==> src/rtl/fifo_wr_arbiter_if.sv <==
// Handshake bundle between the producers, the write arbiter and the FIFObuffer write port.
// The slave modport is the arbiter's view; master is the producer/FIFO side.
interface fifo_wr_arbiter_if #(
  parameter int unsigned NREQ = 4,
  parameter int unsigned DW   = 32,
  parameter int unsigned CNTW = 4,
  parameter int unsigned IDW  = 2
);
  logic [NREQ-1:0]    req_valid;
  logic [NREQ*DW-1:0] req_data;
  logic [NREQ-1:0]    req_ready;
  logic               fifo_rd;
  logic               FULL;
  logic               EN;
  logic               WR;
  logic [DW-1:0]      dataIn;
  logic [IDW-1:0]     grant_id;
  logic [CNTW-1:0]    level;

  modport slave (
    input  req_valid, req_data, fifo_rd, FULL,
    output req_ready, EN, WR, dataIn, grant_id, level
  );

  modport master (
    output req_valid, req_data, fifo_rd, FULL,
    input  req_ready, EN, WR, dataIn, grant_id, level
  );
endinterface

==> src/rtl/fifo_wr_arbiter.sv <==
// Round-robin arbiter sharing one FIFObuffer write port among NREQ valid/ready producers,
// with a local credit counter that mirrors FIFO occupancy so no write lands in a full FIFO.
module fifo_wr_arbiter #(
  parameter int unsigned NREQ  = 4,
  parameter int unsigned DW    = 32,
  parameter int unsigned DEPTH = 8,
  parameter int unsigned CNTW  = 4,
  parameter int unsigned IDW   = 2
) (
  input logic              Clk,
  input logic              Rst,
  fifo_wr_arbiter_if.slave bus
);

  logic [IDW-1:0]  last_q;
  logic [IDW-1:0]  gnt;
  logic [IDW-1:0]  idx;
  logic            found;
  logic            can_acc;
  logic            accept;
  logic            rd_eff;
  logic [NREQ-1:0] ready;
  logic [DW-1:0]   win_data;

  logic            en_q;
  logic            wr_q;
  logic [DW-1:0]   data_q;
  logic [IDW-1:0]  gid_q;
  logic [CNTW-1:0] level_q;
  logic [CNTW-1:0] level_d;

  assign can_acc = !Rst && !bus.FULL && (level_q < CNTW'(DEPTH));

  // Scan starts one past the last winner so every requester gets a turn.
  always_comb begin
    gnt   = '0;
    idx   = '0;
    found = 1'b0;
    for (int unsigned i = 1; i <= NREQ; i++) begin
      idx = IDW'((32'(last_q) + i) % NREQ);
      if (!found && bus.req_valid[idx]) begin
        found = 1'b1;
        gnt   = idx;
      end
    end
  end

  always_comb begin
    ready = '0;
    if (found) begin
      ready[gnt] = can_acc;
    end
  end

  always_comb begin
    win_data = '0;
    for (int unsigned i = 0; i < NREQ; i++) begin
      if (IDW'(i) == gnt) begin
        win_data = bus.req_data[i*DW +: DW];
      end
    end
  end

  assign accept = |(bus.req_valid & ready);
  assign rd_eff = bus.fifo_rd && (level_q != '0);

  // Accept is already gated by level < DEPTH, so the counter cannot overflow.
  always_comb begin
    level_d = level_q;
    if (accept && !rd_eff) begin
      level_d = level_q + CNTW'(1);
    end else if (!accept && rd_eff) begin
      level_d = level_q - CNTW'(1);
    end
  end

  always_ff @(posedge Clk) begin
    if (Rst) begin
      en_q    <= 1'b0;
      wr_q    <= 1'b0;
      data_q  <= '0;
      gid_q   <= '0;
      last_q  <= IDW'(NREQ - 1);
      level_q <= '0;
    end else begin
      en_q    <= 1'b1;
      wr_q    <= accept;
      level_q <= level_d;
      if (accept) begin
        data_q <= win_data;
        gid_q  <= gnt;
        last_q <= gnt;
      end
    end
  end

  assign bus.req_ready = ready;
  assign bus.EN        = en_q;
  assign bus.WR        = wr_q;
  assign bus.dataIn    = data_q;
  assign bus.grant_id  = gid_q;
  assign bus.level     = level_q;

endmodule
==> src/flat_wrapper.sv <==
// flat-port wrapper written by rule: the top's interface ports become plain ports
module fifo_wr_arbiter_flat 
#(
  parameter int unsigned NREQ  = 4,
  parameter int unsigned DW    = 32,
  parameter int unsigned DEPTH = 8,
  parameter int unsigned CNTW  = 4,
  parameter int unsigned IDW   = 2
)
  (Clk, Rst, bus_req_valid, bus_req_data, bus_fifo_rd, bus_FULL, bus_req_ready, bus_EN, bus_WR, bus_dataIn, bus_grant_id, bus_level);
  fifo_wr_arbiter_if #(.NREQ(NREQ), .DW(DW), .CNTW(CNTW), .IDW(IDW)) bus_i ();
  input logic Clk;
  input logic Rst;
  input wire logic [$bits(bus_i.req_valid)-1:0] bus_req_valid;
  input wire logic [$bits(bus_i.req_data)-1:0] bus_req_data;
  input wire logic [$bits(bus_i.fifo_rd)-1:0] bus_fifo_rd;
  input wire logic [$bits(bus_i.FULL)-1:0] bus_FULL;
  output wire logic [$bits(bus_i.req_ready)-1:0] bus_req_ready;
  output wire logic [$bits(bus_i.EN)-1:0] bus_EN;
  output wire logic [$bits(bus_i.WR)-1:0] bus_WR;
  output wire logic [$bits(bus_i.dataIn)-1:0] bus_dataIn;
  output wire logic [$bits(bus_i.grant_id)-1:0] bus_grant_id;
  output wire logic [$bits(bus_i.level)-1:0] bus_level;
  assign bus_i.req_valid = bus_req_valid;
  assign bus_i.req_data = bus_req_data;
  assign bus_i.fifo_rd = bus_fifo_rd;
  assign bus_i.FULL = bus_FULL;
  assign bus_req_ready = bus_i.req_ready;
  assign bus_EN = bus_i.EN;
  assign bus_WR = bus_i.WR;
  assign bus_dataIn = bus_i.dataIn;
  assign bus_grant_id = bus_i.grant_id;
  assign bus_level = bus_i.level;
  fifo_wr_arbiter #(.NREQ(NREQ), .DW(DW), .DEPTH(DEPTH), .CNTW(CNTW), .IDW(IDW)) u_core (.Clk(Clk), .Rst(Rst), .bus(bus_i));
endmodule
==> config.mk <==
export PLATFORM = sky130hd
export DESIGN_NAME = fifo_wr_arbiter_flat
export DESIGN_NICKNAME = d
export VERILOG_FILES = /design/src/rtl/fifo_wr_arbiter_if.sv /design/src/rtl/fifo_wr_arbiter.sv /design/src/flat_wrapper.sv
export SDC_FILE = /design/constraint.sdc
export NUM_CORES = 1
export LEC_CHECK = 0
export ABC_CLOCK_PERIOD_IN_PS = 5700
export CAP_MARGIN = 20
export CORE_MARGIN = 1.5
export CORE_UTILIZATION = 39
export CTS_BUF_LIST = sky130_fd_sc_hd__clkbuf_16
export DETAILED_ROUTE_END_ITERATION = 6
export PLACE_DENSITY = 0.85
export SYNTH_ARGS = -nofsm -noshare
export SYNTH_HDL_FRONTEND = slang
export SYNTH_SLANG_ARGS = --single-unit
==> constraint.sdc <==
create_clock -name Clk -period 5.7 [get_ports Clk]
set_input_delay 1.14 -clock Clk [delete_from_list [all_inputs] [get_ports Clk]]
set_output_delay 1.14 -clock Clk [all_outputs]
set_load 0.05 [all_outputs]
# After elaboration in Yosys (flattened, before gate mapping)
# Index checks and enable logic that the tools add are counted.
# word_totals
elab_cells	70
in_bits	136
register_bits	42
# classes
addsub	6
magnitude_cmp	7
n_eq_ne	3
n_bitwise	2
n_reduce_logical	20
mux	26
# op_table
cell	n
2-to-1 mux 32 bit	4
less-than comparator 2 x 3 -> 1 bit (second input constant)	5
2-to-1 mux 4 bit	3
2-to-1 mux 1 bit	10
logical AND 1 bit	9
bitwise AND 4 bit	2
binary-select mux 1 bit (select 2 bit)	4
2-to-1 mux 2 bit	4
logical NOT 1 bit	7
adder 2 x 1 -> 2 bit (second input constant)	2
adder 2 bit (second input constant)	2
adder 4 x 1 -> 4 bit (second input constant)	1
== test 2 bit (first input constant)	2
less-than comparator 4 bit (second input constant)	1
nonzero test 4 bit	1
OR reduction 4 bit	1
subtractor 4 x 1 -> 4 bit (second input constant)	1
demux 1 bit (select 2 bit)	1
== test 1 x 2 -> 1 bit (first input constant)	1
greater-or-equal comparator 2 x 1 -> 1 bit (second input constant)	1
logical NOT 2 bit	1
nonzero test 2 bit	1

# Depth between registers and ports, before layout
# depth
word_depth	25
ltp_mapped	13
mapped_depth_nobuf	11

# Worst setup path after synthesis
# No wires, ideal clock.
# synth_timing
path_kind	input to output
start	input port bus_req_valid[3]
end	output port bus_req_ready[2]
slack_ns	1.247
stages	7
path_buffers	3
required_time_ns	4.560
arrival_time_ns	3.313
path_cell_list	nor2b_1 > o21a_1 > or3_1 > buf_2 > buf_6 > buf_6 > nor3_1
# synth_via
elab_chain_len	18
# synth_rtl
item	line_no	text
from (decl)	flat_wrapper.sv:14	input wire logic [$bits(bus_i.req_valid)-1:0] bus_req_valid;
binary-select mux 1 bit (select 2 bit)	fifo_wr_arbiter.sv:41	if (!found && bus.req_valid[idx]) begin
2-to-1 mux 1 bit (implied by the code)	fifo_wr_arbiter.sv:41	
2-to-1 mux 1 bit	fifo_wr_arbiter.sv:41	
logical NOT 1 bit	fifo_wr_arbiter.sv:41	
logical AND 1 bit	fifo_wr_arbiter.sv:41	
2-to-1 mux 1 bit	fifo_wr_arbiter.sv:41	
logical NOT 1 bit	fifo_wr_arbiter.sv:41	
logical AND 1 bit	fifo_wr_arbiter.sv:41	
[2 not listed]	--	
logical AND 1 bit	fifo_wr_arbiter.sv:41	
2-to-1 mux 2 bit	fifo_wr_arbiter.sv:41	
less-than comparator 2 x 3 -> 1 bit (implied by the code) or greater-or-equal comparator 2 x 1 -> 1 bit (tied branches)	fifo_wr_arbiter.sv:51	ready[gnt] = can_acc;
logical AND 1 bit (implied by the code)	fifo_wr_arbiter.sv:51	
2-to-1 mux 1 bit (implied by the code)	fifo_wr_arbiter.sv:51	
demux 1 bit (select 2 bit)	--	
bitwise AND 4 bit (no source line)	--	
2-to-1 mux 4 bit *	fifo_wr_arbiter.sv:50	if (found) begin
to (decl)	flat_wrapper.sv:18	output wire logic [$bits(bus_i.req_ready)-1:0] bus_req_ready;
# Every way passes the cells marked *; elsewhere a longest branch is shown, timed or not. The select of a mux whose other input is x is not followed.

# Final worst setup path
# layout_timing
start	input port bus_req_valid[3]
end	output port bus_req_ready[0]
# The elaborated chain is that of the path after synthesis.

==> flow_metrics.env <==
export IMPL_synthCells=287
export IMPL_core_area_mm2=0.00679
export IMPL_io_pins=180
export IMPL_leakagePower_nw=1.69
export IMPL_antenna_cells=0
export IMPL_status="complete, no violations"
export IMPL_seq_area_um2=841
export IMPL_critPathLaunchType="input port"
export IMPL_layout_drive_gt1_share_pct=12.2
export IMPL_routed_via_density=5.46
export IMPL_clockBufferDepth=2
export IMPL_vias=2983
export IMPL_maxCapViolCount=0
export IMPL_die_height_um=86.9
export IMPL_die_area_mm2=0.00755
export IMPL_drt_pre_antenna_iters=4
export IMPL_antenna_found_initial=0
export IMPL_critPathRequiredTime_ns=4.56
export IMPL_fmax_mhz=201
export IMPL_hold_start="u_core.bus.grant_id[1]$_SDFFE_PP0P_"
export IMPL_first_global_vias=2913
export IMPL_synth_avg_cell_area_um2=9.56
export IMPL_routed_wl_um=9140
export IMPL_avgRoutedWirePerCell_um=16.7
export IMPL_synth_xor_area_share_pct=0.958
export IMPL_rows=30
export IMPL_final_cell_count_no_fill=546
export IMPL_numClockSinks=42
export IMPL_skew_ns=0.00518
export IMPL_globalRouteMet2Util_pct=43.4
export IMPL_drv_slew=0
export IMPL_portBuffers=179
export IMPL_cts_max_level=2
export IMPL_busiest_layer="met2"
export IMPL_setup_tns_ns=0
export IMPL_syn_area_mm2=0.00274
export IMPL_synthTopCellsByCount="dfxtp_1, mux2i_1, o21ai_0"
export IMPL_fill_cells=570
export IMPL_clock_latency_ns=0.28
export IMPL_synth_mux_area_share_pct=12.8
export IMPL_grt_max_degree=65
export IMPL_slowest_stage="buf_4"
export IMPL_power_mw=1.35
export IMPL_fin_nets=589
export IMPL_grtUsageTotal_pct=23.4
export IMPL_synth_area_leader_cell="dfxtp_1"
export IMPL_synthFlopType="dfxtp_1"
export IMPL_seq_area_frac_synth_pct=30.6
export IMPL_die_w_um=86.9
export IMPL_relSlewSlack_pct=31.5
export IMPL_synth_warnings=0
export IMPL_drc=0
export IMPL_worst_pin_slew_ns=1.03
export IMPL_cts_tree="yes"
export IMPL_grt_pass1_wl_um=14100
export IMPL_power_density_mw_per_mm2=284
export IMPL_synth_top_family_by_area="compound AO/OA/AOI/OAI gates"
export IMPL_setup_slack_ns=0.730
export IMPL_place_inst=538
export IMPL_critPathKind="in -> out"
export IMPL_slowest_delay_ns=0.75
export IMPL_overflow=0
export IMPL_synth_top_area_share_pct=30.6
export IMPL_synth_edf_count=0
export IMPL_cp_top_family="buffers and inverters"
export IMPL_rsz0062_at_grt="no"
export IMPL_clk_pin_slew_ns=0.06
export IMPL_startpoint="bus_req_valid[3]"
export IMPL_postCtsSetupBuffers=0
export IMPL_yosysMostFrequentCell="dfxtp_1"
export IMPL_synthesis_nets=427
export IMPL_multiInputGateArea_mm2=0.00174
export IMPL_setup_viol=0
export IMPL_start_util_pct=40.4
export IMPL_post_place_ws_ns=0.693
export IMPL_place_gp_congestion=0.774
export IMPL_cts_resized=0
export IMPL_stdcell_area_mm2=0.00474
export IMPL_async_reset_ff_share_pct=0
export IMPL_syn2layout_area_growth_pct=72.9
export IMPL_crit_path_end_kind="output pin"
export IMPL_ys_ff_latch=42
export IMPL_numCtsBuffers=5
export IMPL_cts_hold_buffers=0
export IMPL_synthTopCellsByArea="dfxtp_1, a211oi_2, mux2i_1, nor4b_1, a211oi_1"
export IMPL_fin_crit_sh_pct=87.2
export IMPL_arrival_ns=3.83
export IMPL_root_buffer="clkbuf_16"
export IMPL_timing_rr_start="u_core.bus.level[3]$_SDFFE_PP0P_"
export IMPL_critical_path_buf_inv_count=3
export IMPL_dr_first_iter_drc_count=111
export IMPL_grt_util_met1_pct=27.7
export IMPL_synth_compound_area_share_pct=31.4
export IMPL_min_period_ns=4.97
export IMPL_min_path_type="reg -> reg"
export IMPL_placed_area_mm2=0.00458
export IMPL_synth_adder_area_share_pct=2.10
export IMPL_crit_path_cell_trace="clkdlybuf4s50_1, nor2b_1, o21a_1, or3_4, buf_4, nor2_1, buf_12"
export IMPL_grt_util_met3_pct=4.55
export IMPL_crit_fanout=64
export IMPL_finalHoldViolations=0
export IMPL_yosys_area_share_simple_pct=15.3
export IMPL_ir_drop_uv=160
export IMPL_ys_types=34
export IMPL_drtAntennaViolNets=0
export IMPL_hpwl_um=6730
## through the flow
stage / hold slack, ns / utilization (%)
finish: 0.501 / 69.8
global placement: 0.482 / 67.4
CTS: 0.505 / 69.8
detailed placement: 0.491 / 67.4
global route: 0.544 / 69.8
floorplan: 0.486 / -
## worst paths after layout
kind,to,slack (ns),cells after the start
max,bus_req_ready[0],0.73,7
min,u_core.bus.grant_id[1]$_SDFFE_PP0P_,0.50,2
max reg2reg,u_core.bus.level[3]$_SDFFE_PP0P_,2.57,11
min reg2reg,u_core.bus.grant_id[1]$_SDFFE_PP0P_,0.50,2
## registers in the layout, indices dropped and copies added, names as in the netlist
name                 count
u_core.bus.EN            1
u_core.bus.dataIn       32
u_core.bus.level         4
u_core.bus.WR            1
u_core.bus.grant_id      2
u_core.last_q            2
## routing by layer
metal	part of all wire (%)	vias to the layer above
li1	-	1441
met1	40	1414
met2	53	120
met3	6.4	8
met4	1.0	0
met5	0	-
## kinds of logic (layout without fill, tap and decap cells)
family,Yosys count,after routing
AND/OR/NAND/NOR,62,62
XOR/XNOR,3,3
adder cells (fa/ha/maj),4,4
AO/OA/AOI/OAI,106,106
buffers and inverters,35,198
multiplexers,35,35
flip-flops,42,42
## worst register-to-register path: stages (launching register included)
cell and delay [ns]:
dfxtp_1 0.34, or4_1 0.73, clkinv_2 0.12, buf_4 0.34, ha_1 0.27, inv_1 0.09
ha_1 0.27, a21o_1 0.17, a21oi_1 0.18, xnor2_1 0.11, or3_1 0.31, a21oi_1 0.13
## report_power, final
group	internal [mW]	switching (mW)	leakage [nW]
Combinational	0.283	0.372	1.26
Clock	0.205	0.113	0.0836
Sequential	0.341	0.0345	0.346
Total	0.829	0.519	1.69
## placed cells by master (no fill, tap or decap), drive strengths merged, types with 2 or more instances in the layout
| cell | netlist | layout |
|---|---|---|
| nor2b | 2 | 2 |
| nor3 | 4 | 4 |
| clkinv | 1 | 3 |
| nand2b | 2 | 2 |
| nand2 | 5 | 5 |
| buf | 15 | 9 |
| a21oi | 5 | 5 |
| and3 | 2 | 2 |
| ha | 3 | 3 |
| mux2i | 35 | 35 |
| clkbuf | 16 | 5 |
| a211oi | 60 | 60 |
| or3 | 2 | 2 |
| dfxtp | 42 | 42 |
| nor4b | 30 | 30 |
| xnor2 | 2 | 2 |
| a31o | 2 | 2 |
| clkdlybuf4s50 | 0 | 177 |
| nor2 | 12 | 12 |
| inv | 3 | 3 |
| o21ai | 34 | 34 |
## area by class of cell
| cell class | instances | share of cell area (%) |
|---|---|---|
| Multi-Input combinational cell | 210 | 36.6 |
| Clock inverter | 3 | 0.844 |
| Clock buffer | 5 | 2.64 |
| Tap cell | 96 | 2.53 |
| Sequential cell | 42 | 17.7 |
| Timing Repair Buffer | 186 | 39.3 |
| Inverter | 4 | 0.343 |
Note: power is estimated with default switching activity, not from simulation.
